==> src/rtl/sram_arbiter.sv <==
// Two-port arbiter for an asynchronous 16-bit SRAM: a video fetch port and a
// loader port. Video has priority, but the loader is guaranteed service after a bounded number of video grants.
`timescale 1ns/1ps
module sram_arbiter #(
  parameter int ACC_CYCLES   = 2,
  parameter int STARVE_LIMIT = 8
) (
  input  logic        Clk,
  input  logic        Reset_n,
  input  logic        vid_req,
  input  logic [19:0] vid_addr,
  output logic [15:0] vid_rdata,
  output logic        vid_valid,
  input  logic        ld_req,
  input  logic        ld_we,
  input  logic [1:0]  ld_be,
  input  logic [19:0] ld_addr,
  input  logic [15:0] ld_wdata,
  output logic        ld_gnt,
  output logic [15:0] ld_rdata,
  output logic        ld_done,
  output logic [19:0] SRAM_ADDR,
  output logic        SRAM_CE_N,
  output logic        SRAM_OE_N,
  output logic        SRAM_WE_N,
  output logic        SRAM_UB_N,
  output logic        SRAM_LB_N,
  output logic [15:0] dq_out,
  output logic        dq_oe,
  input  logic [15:0] dq_in,
  output logic        busy
);

  localparam logic [2:0] S_IDLE   = 3'd0;
  localparam logic [2:0] S_VREAD  = 3'd1;
  localparam logic [2:0] S_LREAD  = 3'd2;
  localparam logic [2:0] S_LWRITE = 3'd3;
  localparam logic [2:0] S_TURN   = 3'd4;

  localparam logic [2:0] CYC_LAST   = 3'(ACC_CYCLES - 1);
  localparam logic [3:0] STARVE_MAX = 4'(STARVE_LIMIT);

  logic [2:0]  state_q, state_d;
  logic [2:0]  cyc_q, cyc_d;
  logic [3:0]  starve_q, starve_d;
  logic [19:0] addr_q, addr_d;
  logic [15:0] wdata_q, wdata_d;
  logic [1:0]  be_q, be_d;
  logic [15:0] vid_rdata_q, vid_rdata_d;
  logic [15:0] ld_rdata_q, ld_rdata_d;
  logic        vid_valid_q, vid_valid_d;
  logic        ld_done_q, ld_done_d;
  logic        ce_n_q, ce_n_d;
  logic        oe_n_q, oe_n_d;
  logic        we_n_q, we_n_d;
  logic        ub_n_q, ub_n_d;
  logic        lb_n_q, lb_n_d;
  logic        dq_oe_q, dq_oe_d;
  logic        busy_q, busy_d;
  logic        vid_gnt_s;
  logic        ld_gnt_s;
  logic        last_s;

  // Arbitration, transfer sequencing and read-data capture.
  always_comb begin
    state_d     = state_q;
    cyc_d       = cyc_q;
    starve_d    = starve_q;
    addr_d      = addr_q;
    wdata_d     = wdata_q;
    be_d        = be_q;
    vid_rdata_d = vid_rdata_q;
    ld_rdata_d  = ld_rdata_q;
    vid_valid_d = 1'b0;
    ld_done_d   = 1'b0;
    vid_gnt_s   = 1'b0;
    ld_gnt_s    = 1'b0;
    last_s      = (cyc_q == CYC_LAST);
    case (state_q)
      S_IDLE: begin
        cyc_d = 3'd0;
        if (ld_req && (starve_q == STARVE_MAX)) begin
          ld_gnt_s = 1'b1;
        end else if (vid_req) begin
          vid_gnt_s = 1'b1;
        end else if (ld_req) begin
          ld_gnt_s = 1'b1;
        end else begin
          ld_gnt_s = 1'b0;
        end
        if (ld_gnt_s) begin
          starve_d = 4'd0;
          addr_d   = ld_addr;
          wdata_d  = ld_wdata;
          be_d     = ld_be;
          state_d  = ld_we ? S_LWRITE : S_LREAD;
        end else if (vid_gnt_s) begin
          addr_d  = vid_addr;
          be_d    = 2'b11;
          state_d = S_VREAD;
          // Only video grants taken while the loader is waiting count toward starvation.
          if (!ld_req) begin
            starve_d = 4'd0;
          end else if (starve_q != STARVE_MAX) begin
            starve_d = starve_q + 4'd1;
          end else begin
            starve_d = starve_q;
          end
        end else begin
          starve_d = 4'd0;
        end
      end
      S_VREAD, S_LREAD: begin
        if (last_s) begin
          state_d = S_IDLE;
          cyc_d   = 3'd0;
          if (state_q == S_VREAD) begin
            vid_valid_d = 1'b1;
            vid_rdata_d = dq_in;
          end else begin
            ld_done_d  = 1'b1;
            ld_rdata_d = dq_in;
          end
        end else begin
          cyc_d = cyc_q + 3'd1;
        end
      end
      S_LWRITE: begin
        if (last_s) begin
          state_d   = S_TURN;
          cyc_d     = 3'd0;
          ld_done_d = 1'b1;
        end else begin
          cyc_d = cyc_q + 3'd1;
        end
      end
      S_TURN: begin
        state_d = S_IDLE;
      end
      default: begin
        state_d = S_IDLE;
      end
    endcase
  end

  // SRAM strobes decoded from the next state so they are flop outputs, glitch-free.
  always_comb begin
    ce_n_d  = 1'b1;
    oe_n_d  = 1'b1;
    we_n_d  = 1'b1;
    ub_n_d  = 1'b1;
    lb_n_d  = 1'b1;
    dq_oe_d = 1'b0;
    busy_d  = (state_d != S_IDLE);
    case (state_d)
      S_VREAD, S_LREAD: begin
        ce_n_d = 1'b0;
        oe_n_d = 1'b0;
        ub_n_d = ~be_d[1];
        lb_n_d = ~be_d[0];
      end
      S_LWRITE: begin
        ce_n_d  = 1'b0;
        we_n_d  = 1'b0;
        ub_n_d  = ~be_d[1];
        lb_n_d  = ~be_d[0];
        dq_oe_d = 1'b1;
      end
      default: begin
        ce_n_d = 1'b1;
      end
    endcase
  end

  // State and output registers.
  always_ff @(posedge Clk or negedge Reset_n) begin
    if (!Reset_n) begin
      state_q     <= S_IDLE;
      cyc_q       <= 3'd0;
      starve_q    <= 4'd0;
      addr_q      <= 20'd0;
      wdata_q     <= 16'd0;
      be_q        <= 2'b00;
      vid_rdata_q <= 16'd0;
      ld_rdata_q  <= 16'd0;
      vid_valid_q <= 1'b0;
      ld_done_q   <= 1'b0;
      ce_n_q      <= 1'b1;
      oe_n_q      <= 1'b1;
      we_n_q      <= 1'b1;
      ub_n_q      <= 1'b1;
      lb_n_q      <= 1'b1;
      dq_oe_q     <= 1'b0;
      busy_q      <= 1'b0;
    end else begin
      state_q     <= state_d;
      cyc_q       <= cyc_d;
      starve_q    <= starve_d;
      addr_q      <= addr_d;
      wdata_q     <= wdata_d;
      be_q        <= be_d;
      vid_rdata_q <= vid_rdata_d;
      ld_rdata_q  <= ld_rdata_d;
      vid_valid_q <= vid_valid_d;
      ld_done_q   <= ld_done_d;
      ce_n_q      <= ce_n_d;
      oe_n_q      <= oe_n_d;
      we_n_q      <= we_n_d;
      ub_n_q      <= ub_n_d;
      lb_n_q      <= lb_n_d;
      dq_oe_q     <= dq_oe_d;
      busy_q      <= busy_d;
    end
  end

  // The grant must be seen in the arbitration cycle itself, so it is the only combinational output.
  assign ld_gnt    = ld_gnt_s & Reset_n;
  assign vid_rdata = vid_rdata_q;
  assign vid_valid = vid_valid_q;
  assign ld_rdata  = ld_rdata_q;
  assign ld_done   = ld_done_q;
  assign SRAM_ADDR = addr_q;
  assign SRAM_CE_N = ce_n_q;
  assign SRAM_OE_N = oe_n_q;
  assign SRAM_WE_N = we_n_q;
  assign SRAM_UB_N = ub_n_q;
  assign SRAM_LB_N = lb_n_q;
  assign dq_out    = wdata_q;
  assign dq_oe     = dq_oe_q;
  assign busy      = busy_q;

endmodule
==> config.mk <==
export PLATFORM = sky130hd
export DESIGN_NAME = sram_arbiter
export DESIGN_NICKNAME = d
export VERILOG_FILES = /design/src/rtl/sram_arbiter.sv
export SDC_FILE = /design/constraint.sdc
export NUM_CORES = 1
export LEC_CHECK = 0
export ABC_AREA = 1
export CAP_MARGIN = 5
export CORE_MARGIN = 2
export CORE_UTILIZATION = 48
export CTS_BUF_LIST = sky130_fd_sc_hd__clkbuf_2
export DETAILED_ROUTE_END_ITERATION = 8
export GPL_ROUTABILITY_DRIVEN = 0
export GPL_TIMING_DRIVEN = 1
export PLACE_DENSITY = 0.95
export SYNTH_ARGS = -nofsm -noshare
export SYNTH_HDL_FRONTEND = slang
export SYNTH_SLANG_ARGS = --single-unit
==> constraint.sdc <==
create_clock -name Clk -period 3.2 [get_ports Clk]
set_clock_uncertainty 0.15 [all_clocks]
set_input_delay 0.64 -clock Clk [delete_from_list [all_inputs] [get_ports Clk]]
set_output_delay 0.64 -clock Clk [all_outputs]
set_load 0.05 [all_outputs]
Yosys cells after proc, flatten, opt, wreduce, memory -nomap -nowiden. Cells that the tools add are included. W data, S select, Z words.

Equal/unequal tests: 10. Add/sub/neg operators: 2. Reduce and logical (&&, ||, !) cells: 14. Bitwise operators: 4. Mux-type cells: 38.

Operators with widths (count): $mux W20 (2); $mux W1 (21); $mux W4 (4); $mux W3 (5); $eq A3 B2 Y1 const B (4); $eq A3 B1 Y1 const B (3); $pmux W3 S3 (1); $ne A4 B4 Y1 const B (2); $mux W2 (3); $pmux W3 S2 (1); $reduce_and A2 Y1 (3); $reduce_and A3 Y1 (2); $reduce_or A3 Y1 (2); $add A4 B1 Y4 const B (1); $eq A4 B4 Y1 const B (1); $reduce_bool A2 Y1 (2); $reduce_or A2 Y1 (2); $add A3 B1 Y3 const B (1); $logic_not A3 Y1 (1); $not A1 Y1 (3); $reduce_bool A3 Y1 (1); $pmux W1 S2 (1); $and A1 B1 Y1 (1); $logic_and A1 B1 Y1 (1).

Output and inout port bits: 78. Flip-flop bits (word level): 89. Input bits: 79.

Logic depth before layout (Yosys ltp). Gate-level depths: netlist of the first run.

Word-level depth: 10. Gate-level depth with buffers: 11. Mapped depth without buffers: 11.

Worst setup path before layout of the first run. No wires, ideal clock.

Path kind: in2out. Start: in ld_req. End: out ld_gnt. Required time: 2.410 ns. Data arrival time: 1.844 ns. Cell stages on the path: 8. Path buffers: 2. Slack: 0.566 ns. Cell sequence: nand2_1 -> inv_2 -> nand2_2 -> nand2_4 -> buf_12 -> nand2_8 -> buf_6 -> nor2_1.

Longest elaborated chain between the ends: 6. Elaborated cells between the ends (all ways): 7. Those cells by class: mux: 5; bitwise: 1; reduce/logical: 1.

RTL lines: start, declared (RTL line 14) `input logic ld_req,`; $mux W1 (RTL line 86) `end else if (ld_req) begin`; $mux W1 (RTL line 84) `end else if (vid_req) begin`; $mux W1 * (RTL line 82) `if (ld_req && (starve_q == STARVE_MAX)) begin`; $mux W1 * (2 in a row) (RTL line 79) `case (state_q)`; $and A1 B1 Y1 * (RTL line 217) `assign ld_gnt = ld_gnt_s & Reset_n;`; end, declared (RTL line 19) `output logic ld_gnt,`.

Every way passes the cells marked *; elsewhere a longest branch is shown, timed or not. The select of a mux whose other input is x is not followed.

Final worst setup path of the first run.
Start: reg state_q[2]. End: out ld_gnt.

Longest elaborated chain between the ends: 3.

RTL lines: start, declared (RTL line 43) `logic [2:0] state_q, state_d;`; start signal, assigned (RTL line 196) `state_q <= state_d;`; $logic_not A3 Y1 (RTL line 79); $mux W1 (RTL line 79); $and A1 B1 Y1 (RTL line 217).

No other way between the ends.

==> results.ini, run 1 <==
[run_status]
outcome=finished, final reports clean

[route]
wirelength_mm=9.70
firstDrtPassIters=4
wl_per_cell_um=14.3
drc=0
ant_nets=0
vias_per_cell=4.91
num_vias=3326
drt-initial-drc-count=159

[finish]
fill_cells=576
drive_above_1_share=0.134
syn2layout_area_growth_pct=44.7
fin_cells=677
fin_area_um2=5650
num-nets-final=651
diodes=0

[timing]
setup_viol=0
relSlewSlack=0.437
worst_slack_ns=0.334
fin_crit_sh=0.896
rsz0062_at_grt=false
worstMarginPinSlew_ns=0.844
fin_crit_ns=2.87
clock.fmax_mhz=349
hold_viol=0
setup_tns_ns=0
drv_slew=0
whs_ns=0.340

[logic_synthesis]
synth_cell_type_count=30
synth_seq_cells=89
synth.largest_area_cell=dfrtp_1
syn_area_um2=3900
avgSynthCellArea_um2=9.34
synth_mux_area_frac=0
syn-instance-count=418
synthXorXnorAreaFrac=0
yosys.area_share.simple=0.195
synth-compound-area-share=0.130
synth_edf_count=0
yosysSeqAreaShare=0.572
syn-num-nets=499
synth_fa_ha_area_frac=0.00641
ys.flop_type=dfrtp_1
synth_most_common_cell=nand2_1
yosys-top-cells-count=105 x nand2_1, 84 x dfrtp_1, 54 x inv_1
synth_top_cell_area_share=0.538
yosys_warnings=0
synth.area.top_cells=dfrtp_1 54%, nand2_1 10%, inv_1 5.2%
synth_top_family_by_area=simple AND/OR/NAND/NOR gates
ys_async_sr_fraction=1.00

[clocking]
clk_pin_slew_ns=0.26
numCtsBuffers=9
clock-sinks=89
cts_htree_levels=3
cts_tree=done
worstSkewPairLatency_ns=0.49
cts_buffer_depth=2
clockRootBuffer=clkbuf_2

[place]
placed_area_um2=5470
dp_cells=660
io_buffers=156
post-place-ws_ns=0.421
hpwl_mm=7.34

[critical_path]
endpoint_kind=output port
worstPathRequired_ns=2.41
cp.arrival_ns=2.08
start_kind=flip-flop
critPathMaxFanout=26
critPathKind=reg -> out

[grt]
grt_pass1_wl_mm=15.4
grt_max_degree=70
grt_usage=0.224
antenna_found_initial=0
first_global_vias=3299
grt-ovfl-total=0

[die]
initial_core_util=0.500
core-area_um2=7810
die_h_um=94.2
rows=32
dieArea_um2=8870
fp.dieW_um=94.2
ios=157

[pwr]
p_leak_nw=2.67
p_per_area_nw_per_um2=1170
peakVddDrop_mv=0.562

[run]
maxCapViolCount=0

[min_path]
hold_path.class=in -> async

[flip-flops by register name, indices dropped and copies added (netlist names), 2 cells and up]
register and cells:
ld_rdata 16, be_q 2, dq_out 16, cyc_q 3
starve_q 4, vid_rdata 16, SRAM_ADDR 20, state_q 3
[report_power, final]
group / leakage, nW / internal (mW) / switching (mW)
sequential: 1.09 / 1.66 / 0.293
clock: 0.0907 / 0.344 / 0.387
combinational: 1.49 / 1.23 / 2.68
total: 2.67 / 3.23 / 3.36
[cell type report]
type                    count  area [um2]  share of cell area
flip-flops and latches     89        2230               0.395
inverters                  59         224              0.0396
well taps                 102         128              0.0226
repair buffers            160        1600               0.283
clock buffers               9        45.0             0.00797
multi-input cells         251        1290               0.229
clock inverters             7         125              0.0221
[cells by family after synthesis]
kind of cell | Yosys count
AO/OA/AOI/OAI | 85
adder cells (fa/ha/maj) | 2
buffers and inverters | 78
flip-flops | 89
AND/OR/NAND/NOR | 164
[worst max-delay path, stage by stage (launching register included)]
cell,delay [ns]
dfrtp_1,0.44
inv_1,0.15
nand3_2,0.18
inv_4,0.30
nand2_8,0.14
nor2_1,0.20
buf_12,0.17
[metal layers]
layer  global-route usage  routed length, um  vias to the layer above
met5                    0                  0                        -
met4               0.0894                218                        0
met3               0.0409                551                       20
met2                0.423               5220                      105
met1                0.245               3710                     1575
li1                     -                  -                     1626
[what timing repair did]
action / 4_1_cts / 5_1_grt
endpoints found under the setup margin: 0 / 0
hold endpoints to repair: 20 / 0
hold buffers: 1 / 0
resized for setup: 0 / 0
setup buffers: 0 / 0
[path summary, 6_finish.rpt]
check / to / from / depth (start not counted) / slack [ns]
min reg2reg: dq_out[8] / dq_out[8] / 2 / 0.36
min in group Clk: dq_out[8] / dq_out[8] / 2 / 0.36
max reg2reg: dq_oe / starve_q[0] / 12 / 1.07
max in group asynchronous: vid_rdata[13] / Reset_n / 3 / 1.39
min: SRAM_ADDR[11] / Reset_n / 2 / 0.34
max: ld_gnt / state_q[2] / 6 / 0.33
[layout by cell type, fill, tap and decap left out, types with 2 or more instances in the layout]
cell type and n:
a21oi_1 6, buf_4 4, bufinv_16 3, clkbuf_2 9, clkdlybuf4s50_1 154, clkinvlp_4 2, dfrtp_1 84, dfstp_2 5
ha_1 2, inv_1 54, inv_2 4, nand2_1 105, nand2_2 16, nand2_4 2, nand3_1 18, nand3_2 2
nand4_1 3, nor2_1 8, nor3_1 5, o21ai_0 38, o21ai_1 18, o21ai_2 20, o22ai_1 2
[per-stage QoR]
| stage | power, mW | util |
|---|---|---|
| 6_report | 6.59 | 0.724 |
| 5_1_grt | 6.95 | 0.724 |
| 4_1_cts | 6.63 | 0.724 |
| 3_5_place_dp | 5.91 | 0.701 |
| 3_3_place_gp | 5.78 | 0.701 |
| 2_1_floorplan | 4.59 | - |
(Power assumes the default switching activity.)
==> run 2, diff against run 1 <==
Settings changed: PLACE_DENSITY 0.95 to not set, PLACE_DENSITY_LB_ADDON set to 0.25.
==> run 2 against run 1 <==
First-iteration DRC count decreased by 2.5%. Setup slack got worse by 0.014 ns. Die area unchanged. Sequential power about the same. Sequential share of layout area increased by 0.27 points.
==> results.ini, run 2 (synthesized netlist as in run 1, its figures left out) <==
[run_status]
outcome=finished, final reports clean  ; unchanged

[critical_path]
critPathMaxFanout=26  ; unchanged
cp.arrival_ns=2.09  ; was 2.08 ns
critPathKind=reg -> out  ; unchanged
path_cells=inv_1 -> nand3_2 -> inv_4 -> nand2_8 -> nor2_1 -> buf_12  ; unchanged
reg2reg_from=starve_q[0]  ; unchanged
cpMaxStageDelayCell=dfrtp_1  ; unchanged
cp-startpoint=state_q[1]  ; was state_q[2]
slowest_delay_ns=0.46  ; was 0.44 ns
worstPathRequired_ns=2.41  ; about the same
start_kind=flip-flop  ; unchanged
endpoint_kind=output port  ; unchanged

[clocking]
numCtsBuffers=9  ; unchanged
clock-sinks=89  ; unchanged
cts_hold_buf=1  ; unchanged
clk_pin_slew_ns=0.27  ; was 0.26 ns
cts_htree_levels=3  ; unchanged
clockRootBuffer=clkbuf_2  ; unchanged
cts_buffer_depth=2  ; unchanged
cts_tree=done  ; unchanged
worstSkewPairLatency_ns=0.53  ; was 0.49 ns
post_cts_resized=0  ; unchanged
cts_setup_buffers=0  ; unchanged

[place]
post-place-ws_ns=0.395  ; was 0.421 ns
io_buffers=156  ; unchanged
hpwl_mm=6.65  ; was 7.34 mm

[die]
die_h_um=94.2  ; unchanged
rows=32  ; unchanged
dieArea_um2=8870  ; unchanged
ios=157  ; unchanged
initial_core_util=0.500  ; unchanged
fp.dieW_um=94.2  ; unchanged
core-area_um2=7810  ; unchanged

[min_path]
hold_path.class=reg -> reg  ; was in -> async
min-delay-start=dq_out[7]

[route]
wirelength_mm=9.17  ; was 9.70 mm
num_vias=3216  ; was 3326
ant_nets=0  ; unchanged
vias_per_cell=4.74  ; was 4.91
firstDrtPassIters=5  ; was 4
drc=0  ; unchanged
wl_per_cell_um=13.5  ; was 14.3 um
drt-initial-drc-count=155  ; was 159

[finish]
diodes=0  ; unchanged
syn2layout_area_growth_pct=43.7  ; was 44.7%
layout_common_cells=154 x clkdlybuf4s50_1, 105 x nand2_1, 84 x dfrtp_1, 54 x inv_1, 38 x o21ai_0  ; unchanged
final_common_cell=clkdlybuf4s50_1  ; unchanged
num-nets-final=652  ; was 651
largest_register_ff_count=20  ; unchanged
drive_above_1_share=0.135  ; was 0.134

[pwr]
p_leak_nw=2.65  ; was 2.67 nW
p_per_area_nw_per_um2=1140  ; was 1170 nW/um2
peakVddDrop_mv=0.595  ; was 0.562 mV

[timing]
fin_crit_sh=0.900  ; was 0.896
clock.fmax_mhz=347  ; was 349 MHz
worst_slack_ns=0.320  ; was 0.334 ns
setup_viol=0  ; unchanged
rsz0062_at_grt=false  ; unchanged
fin_crit_ns=2.88  ; was 2.87 ns
worstMarginPinSlew_ns=0.606  ; was 0.844 ns
hold_viol=0  ; unchanged
setup_tns_ns=0  ; unchanged
drv_slew=0  ; unchanged
relSlewSlack=0.596  ; was 0.437

[grt]
grt_max_degree=59  ; was 70
antenna_found_initial=0  ; unchanged
first_global_vias=3240  ; was 3299
grt-ovfl-total=0  ; unchanged
grt_usage=0.218  ; was 0.224
grt_pass1_wl_mm=15.1  ; was 15.4 mm

[run]
maxCapViolCount=0  ; unchanged

-- run 2: cell count changes in the layout (fill, tap and decap cells not counted), sizes merged --
cell    delta
buf        +1
bufinv     -2
clkinv     +2
-- run 2: cell type report --
type | instances | area [um2]
inverter | 59 | 224
clock buffer | 9 | 45.0
clock inverter | 7 | 78.8
multi-input combinational | 251 | 1290
sequential | 89 | 2230
timing repair buffer | 161 | 1610
fill | 588 | 2200
tap | 102 | 128
-- run 2: worst max-delay path, delay by kind of cell (launching register included) --
kind / cells / cell delay (ns)
buf+inv: 3 / 0.57
flops: 1 / 0.46
simple gates: 3 / 0.51
-- run 2: through the flow --
step | util | power (mW) | std cells | hold slack, ns | area, um2
global placement | 0.702 | 5.79 | 661 | 0.307 | 5480
detailed placement | 0.702 | 5.87 | 661 | 0.311 | 5480
finish | 0.719 | 6.41 | 678 | 0.360 | 5610
floorplan | - | 4.59 | 418 | 0.194 | 3900
CTS | 0.719 | 6.46 | 678 | 0.364 | 5610
global route | 0.719 | 6.77 | 678 | 0.392 | 5610
-- run 2: report_power, final --
group	total (mW)	internal [mW]	switching, mW
registers	1.93	1.66	0.275
clock network	0.599	0.188	0.410
logic	3.87	1.23	2.64
-- run 2: final timing paths --
kind | end | slack [ns] | cells past startpoint
setup / recovery | ld_gnt | 0.32 | 6
hold / removal | dq_out[7] | 0.36 | 2
setup reg to reg | SRAM_UB_N | 1.01 | 11
hold reg to reg | dq_out[7] | 0.36 | 2
max in group asynchronous | ld_done | 1.34 | 4
min in group asynchronous | dq_out[8] | 0.52 | 3
-- run 2: layer usage --
metal,global-route usage,vias to the layer above,wire length (um)
met5,0,-,0
met4,0.0870,0,177
met3,0.0305,15,471
met2,0.377,90,4640
met1,0.276,1492,3880
li1,-,1619,-
==> run 3, diff against run 2 <==
Settings changed: CORE_ASPECT_RATIO set to 0.75.
==> run 3 against run 2 <==
Die area is essentially flat. Via count grew 0.90%. Combinational power is essentially flat. Critical endpoint unchanged.
==> results.ini, run 3 (synthesized netlist as in run 1, its figures left out) <==
[run_status]
outcome=finished, final reports clean  ; unchanged

[clocking]
clock-sinks=89  ; unchanged
cts_htree_levels=3  ; unchanged
cts_setup_buffers=0  ; unchanged
cts_tree=done  ; unchanged
numCtsBuffers=9  ; unchanged
worstSkewPairLatency_ns=0.51  ; was 0.53 ns
clk_pin_slew_ns=0.24  ; was 0.27 ns
clockRootBuffer=clkbuf_2  ; unchanged
post_cts_resized=0  ; unchanged
cts_buffer_depth=2  ; unchanged

[min_path]
hold_path.class=reg -> reg  ; unchanged
whs_path_depth=2  ; unchanged

[grt]
grt_pass1_wl_mm=14.7  ; was 15.1 mm
grt-ovfl-total=0  ; unchanged
first_global_vias=3132  ; was 3240
grt_usage=0.211  ; was 0.218
antenna_found_initial=0  ; unchanged
grt_max_degree=61  ; was 59

[pwr]
comb_power_share=0.603  ; was 0.605
seq_power_share=0.301  ; was 0.302
switchingPower_mw=3.28  ; was 3.33 mW
p_leak_nw=2.66  ; was 2.65 nW
p_int_mw=3.15  ; was 3.08 mW
power_frac_clock=0.096  ; was 0.093
p_per_area_nw_per_um2=1140  ; about the same
swShare=0.511  ; was 0.520
peakVddDrop_mv=0.711  ; was 0.595 mV

[critical_path]
start_kind=flip-flop  ; unchanged
crit_family=buffers and inverters  ; unchanged
cp.arrival_ns=2.09  ; about the same
cpMaxStageDelayCell=dfrtp_1  ; unchanged
critPathKind=reg -> out  ; unchanged
slowest_delay_ns=0.45  ; was 0.46 ns
path_cells=inv_1 -> nand3_2 -> inv_4 -> nand2_8 -> nor2_1 -> buf_12  ; unchanged
worstPathRequired_ns=2.41  ; about the same
reg2regPathDepth=11  ; unchanged
critical_path_buf_inv_count=3  ; unchanged
path_depth=6  ; unchanged
critPathMaxFanout=26  ; unchanged
endpoint_kind=output port  ; unchanged

[die]
die_h_um=82.1  ; was 94.2 um
rows=28  ; was 32
core-area_um2=7880  ; was 7810 um2
fp.dieW_um=108  ; was 94.2 um
dieArea_um2=8880  ; was 8870 um2
initial_core_util=0.495  ; was 0.500
ios=157  ; unchanged

[finish]
layout_common_cells=154 x clkdlybuf4s50_1, 105 x nand2_1, 84 x dfrtp_1, 54 x inv_1, 38 x o21ai_0  ; unchanged
largest_register_ff_count=20  ; unchanged
diodes=0  ; unchanged
fin_area_um2=5620  ; was 5610 um2
drive_above_1_share=0.132  ; was 0.135
num-nets-final=652  ; unchanged
syn2layout_area_growth_pct=44.1  ; was 43.7%
final_common_cell=clkdlybuf4s50_1  ; unchanged

[run]
maxCapViolCount=0  ; unchanged

[timing]
hold_viol=0  ; unchanged
rsz0062_at_grt=false  ; unchanged
worstMarginPinSlew_ns=0.744  ; was 0.606 ns
fin_crit_sh=0.899  ; was 0.900
relSlewSlack=0.504  ; was 0.596
drv_slew=0  ; unchanged
setup_viol=0  ; unchanged
clock.fmax_mhz=348  ; was 347 MHz
fin_crit_ns=2.88  ; about the same
setup_tns_ns=0  ; unchanged

[route]
drc=0  ; unchanged
drt-initial-drc-count=205  ; was 155
wl_met3_um=666  ; was 471 um
wl_per_cell_um=13.4  ; was 13.5 um
vias_per_cell=4.77  ; was 4.74
firstDrtPassIters=4  ; was 5
routed.top_layer=met4  ; unchanged
ant_nets=0  ; unchanged
num_vias=3245  ; was 3216
wl_met2_mm=4.52  ; was 4.64 mm
wl_met1_mm=3.91  ; was 3.88 mm
wirelength_mm=9.15  ; was 9.17 mm

[place]
io_buffers=156  ; unchanged
placed_area_um2=5480  ; about the same
hpwl_mm=6.63  ; was 6.65 mm

## run 3: cell count changes in the layout (fill, tap and decap cells not counted)
cell	change
inv_8	-1
clkinv_2	-1
inv_6	-1
clkinv_1	+2
bufinv_16	+1
clkbuf_2	+1
clkinv_4	-1
## run 3: timing repair
action,in CTS,in global routing
hold buffers,1,0
endpoints found under the setup margin,0,0
endpoints found under the hold margin,29,0
## run 3: worst paths after layout
path,from,to,slack [ns]
worst max-delay path,state_q[2],ld_gnt,0.32
worst min-delay path,dq_out[5],dq_out[5],0.35
worst max register to register,starve_q[0],SRAM_OE_N,1.07
worst min register to register,dq_out[5],dq_out[5],0.35
max in group asynchronous,Reset_n,vid_rdata[7],1.28
min in group asynchronous,Reset_n,dq_out[13],0.52
## run 3: final cells by class
class                           count  area [um2]
Clock buffer                       10        50.0
Multi-Input combinational cell    251        1290
Inverter                           59         224
Clock inverter                      6        82.6
Fill cell                         614        2260
Tap cell                          105         131
Timing Repair Buffer              161        1610
Sequential cell                    89        2230
## run 3: power groups by stage
stage | Sequential [mW] | Combinational, mW | Clock, mW
2_1_floorplan | 3.59 | 0.998 | 0
3_3_place_gp | 1.94 | 3.84 | 0
3_5_place_dp | 1.96 | 3.90 | 0
4_1_cts | 1.94 | 3.91 | 0.636
5_1_grt | 1.99 | 4.14 | 0.690
6_report | 1.94 | 3.88 | 0.617
## run 3: through the flow
stage	utilization	total power, mW	setup WS, ns	std cells	hold slack (ns)
2_1_floorplan	-	4.59	0.566	418	0.194
3_3_place_gp	0.695	5.78	0.445	664	0.305
3_5_place_dp	0.695	5.86	0.413	664	0.309
4_1_cts	0.713	6.49	0.284	681	0.354
5_1_grt	0.713	6.83	0.0988	681	0.394
6_report	0.713	6.43	0.323	681	0.352
## run 3: per-layer routing
metal  vias up  GRT usage
li1       1629          -
met1      1512      0.262
met2       100      0.361
met3         4     0.0777
met4         0     0.0449
met5         -          0
## run 3: worst min-delay path: stages (launching register included)
cell	delay, ns
dfrtp_1	0.39
nand2_1	0.05
nand2_1	0.05
